--- config.mk ---
export PLATFORM = sky130hd
export DESIGN_NAME = reg_file_mp
export DESIGN_NICKNAME = d
export VERILOG_FILES = /design/src/rtl/reg_file_mp_pkg.sv /design/src/rtl/reg_file_mp_scoreboard.sv /design/src/rtl/reg_file_mp.sv
export SDC_FILE = /design/constraint.sdc
export NUM_CORES = 2
export LEC_CHECK = 0
export BUFFER_PORTS_ARGS = -buffer_cell sky130_fd_sc_hd__buf_2
export CAP_MARGIN = 20
export CORE_MARGIN = 3
export CORE_UTILIZATION = 50
export CTS_CLUSTER_DIAMETER = 40
export DETAILED_ROUTE_END_ITERATION = 10
export GPL_TIMING_DRIVEN = 0
export PLACE_DENSITY_LB_ADDON = 0.15
export SYNTH_ARGS = -nofsm -noshare
export SYNTH_HDL_FRONTEND = slang
export SYNTH_SLANG_ARGS = --single-unit
export TNS_END_PERCENT = 30
--- constraint.sdc ---
create_clock -name clk -period 4.75 [get_ports clk]
set_input_delay 0.475 -clock clk [delete_from_list [all_inputs] [get_ports clk]]
set_output_delay 0.475 -clock clk [all_outputs]
set_load 0.02 [all_outputs]
--- src/rtl/reg_file_mp_pkg.sv ---
// Shared widths and limits for the multi-port register file and its scoreboard.
`ifndef WORD_WIDTH
`define WORD_WIDTH 32
`endif
`ifndef REG_ADDR_WIDTH
`define REG_ADDR_WIDTH 5
`endif
`ifndef RF_MAX_RD
`define RF_MAX_RD 4
`endif
`ifndef RF_MAX_WR
`define RF_MAX_WR 2
`endif

package reg_file_mp_pkg;
  localparam int WORD_WIDTH     = `WORD_WIDTH;
  localparam int REG_ADDR_WIDTH = `REG_ADDR_WIDTH;
  localparam int RF_MAX_RD      = `RF_MAX_RD;
  localparam int RF_MAX_WR      = `RF_MAX_WR;
endpackage

--- src/rtl/reg_file_mp_scoreboard.sv ---
// Pending-write busy vector: alloc sets, writeback clears, set wins; x0 never busy.
module rf_scoreboard
  import reg_file_mp_pkg::*;
#(
  parameter int ADDR_W = REG_ADDR_WIDTH,
  parameter int NREGS  = 1 << ADDR_W,
  parameter int NRD    = 2,
  parameter int NWR    = 1
) (
  input  logic                  clk,
  input  logic                  rst_n,
  input  logic                  alloc_en,
  input  logic [ADDR_W-1:0]     alloc_addr,
  input  logic [NWR-1:0]        we,
  input  logic [NWR*ADDR_W-1:0] wa,
  input  logic [NRD*ADDR_W-1:0] ra,
  output logic [NRD-1:0]        busy_pre,
  output logic [NRD-1:0]        busy_post
);

  logic [NREGS-1:0] busy, busy_nxt;

  always_comb begin
    busy_nxt = busy;
    for (int r = 1; r < NREGS; r++) begin
      logic set, clr;
      set = alloc_en && (alloc_addr == ADDR_W'(r));
      clr = 1'b0;
      for (int j = 0; j < NWR; j++)
        if (we[j] && (wa[j*ADDR_W +: ADDR_W] == ADDR_W'(r))) clr = 1'b1;
      // A newly issued producer supersedes the one completing this cycle.
      if (set)      busy_nxt[r] = 1'b1;
      else if (clr) busy_nxt[r] = 1'b0;
    end
    busy_nxt[0] = 1'b0;
  end

  always_ff @(posedge clk) begin
    if (!rst_n) busy <= '0;
    else        busy <= busy_nxt;
  end

  always_comb begin
    busy_pre  = '0;
    busy_post = '0;
    for (int i = 0; i < NRD; i++) begin
      busy_pre[i]  = busy[ra[i*ADDR_W +: ADDR_W]];
      busy_post[i] = busy_nxt[ra[i*ADDR_W +: ADDR_W]];
    end
  end

endmodule

--- src/rtl/reg_file_mp.sv ---
// Multi-port register file with registered reads, optional same-cycle forwarding
// and an integrated pending-write scoreboard.
module reg_file_mp
  import reg_file_mp_pkg::*;
#(
  parameter int WORD_W = WORD_WIDTH,
  parameter int ADDR_W = REG_ADDR_WIDTH,
  parameter int NREGS  = 1 << ADDR_W,
  parameter int NRD    = 2,
  parameter int NWR    = 1,
  parameter bit BYPASS = 1'b1
) (
  input  logic                  clk,
  input  logic                  rst_n,
  input  logic [NRD-1:0]        rd_en,
  input  logic [NRD*ADDR_W-1:0] ra,
  output logic [NRD*WORD_W-1:0] rd,
  output logic [NRD-1:0]        rd_busy,
  input  logic [NWR-1:0]        we,
  input  logic [NWR*ADDR_W-1:0] wa,
  input  logic [NWR*WORD_W-1:0] wd,
  input  logic                  alloc_en,
  input  logic [ADDR_W-1:0]     alloc_addr
);

  if (NRD < 1 || NRD > RF_MAX_RD) begin : g_bad_nrd
    $error("reg_file_mp: NRD must be 1..%0d", RF_MAX_RD);
  end
  if (NWR < 1 || NWR > RF_MAX_WR) begin : g_bad_nwr
    $error("reg_file_mp: NWR must be 1..%0d", RF_MAX_WR);
  end

  logic [WORD_W-1:0] regs [NREGS];
  logic [NRD-1:0]    busy_pre, busy_post;
  logic [NRD-1:0][WORD_W-1:0] rd_q;
  logic [NRD-1:0]             busy_q;

  rf_scoreboard #(
    .ADDR_W(ADDR_W), .NREGS(NREGS), .NRD(NRD), .NWR(NWR)
  ) u_sb (
    .clk       (clk),
    .rst_n     (rst_n),
    .alloc_en  (alloc_en),
    .alloc_addr(alloc_addr),
    .we        (we),
    .wa        (wa),
    .ra        (ra),
    .busy_pre  (busy_pre),
    .busy_post (busy_post)
  );

  // Ascending port order lets the highest write port win an address conflict.
  always_ff @(posedge clk) begin
    if (!rst_n) begin
      for (int r = 0; r < NREGS; r++) regs[r] <= '0;
    end else begin
      for (int j = 0; j < NWR; j++)
        if (we[j] && (wa[j*ADDR_W +: ADDR_W] != '0))
          regs[wa[j*ADDR_W +: ADDR_W]] <= wd[j*WORD_W +: WORD_W];
    end
  end

  for (genvar i = 0; i < NRD; i++) begin : g_rd
    logic [ADDR_W-1:0] addr;
    logic              fwd_hit;
    logic [WORD_W-1:0] fwd_data, rdata;
    logic              rbusy;

    assign addr = ra[i*ADDR_W +: ADDR_W];

    always_comb begin
      fwd_hit  = 1'b0;
      fwd_data = '0;
      for (int j = 0; j < NWR; j++)
        if (we[j] && (wa[j*ADDR_W +: ADDR_W] == addr) && (addr != '0)) begin
          fwd_hit  = 1'b1;
          fwd_data = wd[j*WORD_W +: WORD_W];
        end
    end

    // x0 is forced to zero so it reads clean even before the first reset.
    always_comb begin
      rdata = regs[addr];
      if (BYPASS && fwd_hit) rdata = fwd_data;
      if (addr == '0)        rdata = '0;
      rbusy = BYPASS ? busy_post[i] : busy_pre[i];
    end

    always_ff @(posedge clk) begin
      if (!rst_n) begin
        rd_q[i]   <= '0;
        busy_q[i] <= 1'b0;
      end else if (rd_en[i]) begin
        rd_q[i]   <= rdata;
        busy_q[i] <= rbusy;
      end
    end
  end

  assign rd      = rd_q;
  assign rd_busy = busy_q;

endmodule

==> results_dict.tcl <==
set metrics [dict create \
    leakage_uw 0.02403 \
    drt_pre_antenna_iters 8 \
    rows 124 \
    r2r_end "rd[20]" \
    mostFrequentLayoutCells "edfxtp_1, and2_1, mux4_2" \
    ir_worst_vdd_uv 422.6 \
    yosysSeqAreaShare 0.5582 \
    clock_latency_ps 790 \
    max-clock-path-buffers 3 \
    wirelength_um 231600 \
    ant_nets 0 \
    clk_pin_slew_ps 50 \
    grtUsageMet3 0.1538 \
    worstHoldPathType "in2reg" \
    cts_tree "yes" \
    slew_viol_final 0 \
    synth_compound_area_frac 0.02363 \
    synth_cell_types 67 \
    criticalPathCategory "in2reg" \
    required_ps 5390 \
    avgSynthCellArea_um2 15.52 \
    dieWidth_um 348.3 \
    grt_overflow 0 \
    cts-root-buf "clkbuf_16" \
    rsz0062_at_grt "no" \
    crit_family "buffers and inverters" \
    cp-end-kind "flop" \
    fin_hold_ws_ps 76.56 \
    die_y_um 348.3 \
    final_layout_size_suffix_gt1_frac 0.2915 \
    avgRoutedWirePerCell_um 39.55 \
    synth_top_family_by_area "multiplexers" \
    synth-edff-count 1024 \
    grt_pass1_wl_um 314100 \
    cp.depth 9 \
    route.detailed.drc 0 \
    hpwlAfterDp_um 164400 \
    crit_path_top_delay_cell "nand3_1" \
    synth_top_flop_cell "edfxtp_1" \
    die_area_um2 121300 \
    design.core.area_um2 115300 \
    synth-simple-area-share 0.1294 \
    startpoint_type "input port" \
    reg2reg_from "regs[24][20]" \
    skew_ps 24.82 \
    r2r_cells 6 \
    crit_path_frequent_cell "clkbuf_1" \
    power_density_nw_per_um2 396.3 \
    num_io_pins 124 \
    cp_max_fo 10 \
    synth.area.mux_share 0.2598 \
    htree_levels 4 \
    grt_antenna_before_repair 24 \
    drt_iter0_drc 7293 \
    p_total_uw 27340 \
    busiest_layer "met2" \
    num_vias 40640 \
    grt_pass1_vias 39463 \
    cts.repair.resized 0 \
    mostFrequentLayoutCell "edfxtp_1" \
    numCtsBuffers 163 \
    fin_crit_ps 4298 \
    grt_max_degree 42 \
    ys_warn_count 0 \
    startpoint "ra[5]" \
    synth_area_um2 58570 \
    nets 4248 \
    cap_violations 0 \
    critical_path_buf_inv_count 4 \
    numClockSinks 1121 \
    worstMarginPinSlew_ps 1308 \
    setup_violations 0 \
    max_stage_delay_ps 770 \
    grt_use_total 0.3828 \
    timing.slew.headroom 0.1246 \
    ys_async_sr_fraction 0 \
    hold_viol_final 0 \
    max_clock_freq_ghz 0.2327 \
    port_buffers 111 \
    min_period_over_period 0.9048 \
    fillCellCount 8718 \
    crit_end "rd[32]" \
    path_cells "clkbuf_1 > buf_2 > clkbuf_1 > xor2_1 > a2111oi_0 > nand3_1 > clkbuf_1 > o21ai_0 > o21ai_0" \
    status "finished clean" \
    use_met2 0.5721 \
    synthAdderAreaFrac 0 \
    r2r_slack_ps 2470 \
    start_util 0.5081 \
    grt_util_met1 0.4815 \
    final_area_um2 68980 \
    ys_ff_latch 1121 \
    cts_hold_buf 0 \
    cp.arrival_ps 4940 \
    setup_tns_ps 0 \
    flow.area_growth_from_synthesis_pct 17.79 \
    gp_congestion 0.9558 \
    place_area_um2 63130 \
    syn-instance-count 3774 \
    cts_setup_buffers 0 \
    viasPerCell 6.942 \
    synth_xor_area_frac 0.001196 \
]
[registers in the layout, summed over array words and instances (netlist names)]
signal,flops
rd,64
rd_busy,2
regs,1024
u_sb.busy,31
[worst register-to-register path, cell delays in order (launching register included)]
cell and delay, ps:
edfxtp_1 400, mux4_2 500, mux4_2 530, mux2i_1 170, nand2_1 60, o21ai_0 340
o21ai_0 140
[power by group]
group / leakage (uW) / internal, uW / total, uW / switching, uW
logic: 0.0108 / 1410 / 3350 / 1930
clock network: 0.00271 / 7450 / 12400 / 4930
registers: 0.0106 / 11300 / 11600 / 277
total: 0.0240 / 20200 / 27300 / 7140
[routing by layer]
layer,up-vias,share of wire
met3,821,0.15
met4,10,0.065
met2,3625,0.44
li1,15438,-
met1,20746,0.34
met5,-,0.0010
[synth_stat cells (2+ instances only)]
library cell | instances | area, um2
a211oi_1 | 2 | 15.01
a21o_1 | 2 | 15.01
a21oi_1 | 9 | 45.04
a221o_1 | 2 | 20.02
a221oi_1 | 2 | 17.52
a222oi_1 | 7 | 70.07
a22oi_1 | 9 | 67.56
a31oi_1 | 3 | 18.77
a32oi_1 | 2 | 17.52
and2_1 | 1007 | 6300
buf_1 | 21 | 78.83
buf_2 | 57 | 285.3
buf_4 | 2 | 15.01
buf_6 | 2 | 22.52
clkbuf_1 | 319 | 1197
dfxtp_1 | 97 | 1942
edfxtp_1 | 1024 | 30750
inv_1 | 5 | 18.77
mux2_2 | 7 | 78.83
mux2i_1 | 59 | 590.6
mux4_2 | 646 | 14550
nand2_1 | 147 | 551.8
nand2b_1 | 3 | 18.77
nand3_1 | 12 | 60.06
nand3b_1 | 4 | 30.03
nand4_1 | 3 | 18.77
nand4b_1 | 5 | 43.79
nand4bb_1 | 6 | 67.56
nor2_1 | 64 | 240.2
nor2b_1 | 8 | 50.05
nor3_1 | 4 | 20.02
nor4_1 | 2 | 12.51
o211a_1 | 2 | 20.02
o211ai_1 | 5 | 37.54
o21a_1 | 3 | 22.52
o21ai_0 | 166 | 830.8
o21ai_1 | 4 | 20.02
o221ai_1 | 2 | 17.52
o22ai_1 | 5 | 31.28
or2_1 | 2 | 12.51
or2_2 | 9 | 56.30
or3_1 | 2 | 12.51
or4b_1 | 2 | 20.02
xnor2_1 | 2 | 17.52
xor2_1 | 6 | 52.55
[stage by stage]
step / utilization / setup slack (ps) / instances
2_1_floorplan: - / 719.1 / 3805
3_3_place_gp: 0.5303 / -3933 / 5428
3_5_place_dp: 0.5477 / -124.0 / 5517
4_1_cts: 0.5958 / 685.0 / 5821
5_1_grt: 0.5982 / 616.3 / 5843
6_report: 0.5984 / 452.0 / 5854
[worst min-delay path by stage]
stage	from	endpoint	slack [ps]	depth (start not counted)
CTS	rd_en[1]	rd_busy[1]	50	3
global route	wd[19]	regs[9][19]	80	2
finish	wd[14]	rd[14]	80	3
global placement	rd[26]	rd[26]	430	2
floorplan	u_sb.busy[19]	u_sb.busy[19]	460	2
detailed placement	rd[26]	rd[26]	440	2
[layout make-up]
| cell class | instances | area (um2) | share of cell area |
|---|---|---|---|
| Multi-Input combinational cell | 2277 | 24650 | 0.3573 |
| Inverter | 5 | 18.77 | 0.0002721 |
| Clock buffer | 191 | 4405 | 0.06386 |
| Sequential cell | 1121 | 32690 | 0.4739 |
| Clock inverter | 113 | 1136 | 0.01647 |
| Tap cell | 1512 | 1892 | 0.02742 |
| Buffer | 402 | 1613 | 0.02338 |
| Timing Repair Buffer | 220 | 2547 | 0.03693 |
| Antenna cell | 13 | 32.53 | 0.0004716 |
[cells by family after synthesis]
group,Yosys count
mux,712
flops,1121
buf+inv,407
xor+xnor,8
compound gates,238
simple gates,1287
other cells,1
No activity file was read; power rests on OpenSTA's default activity.
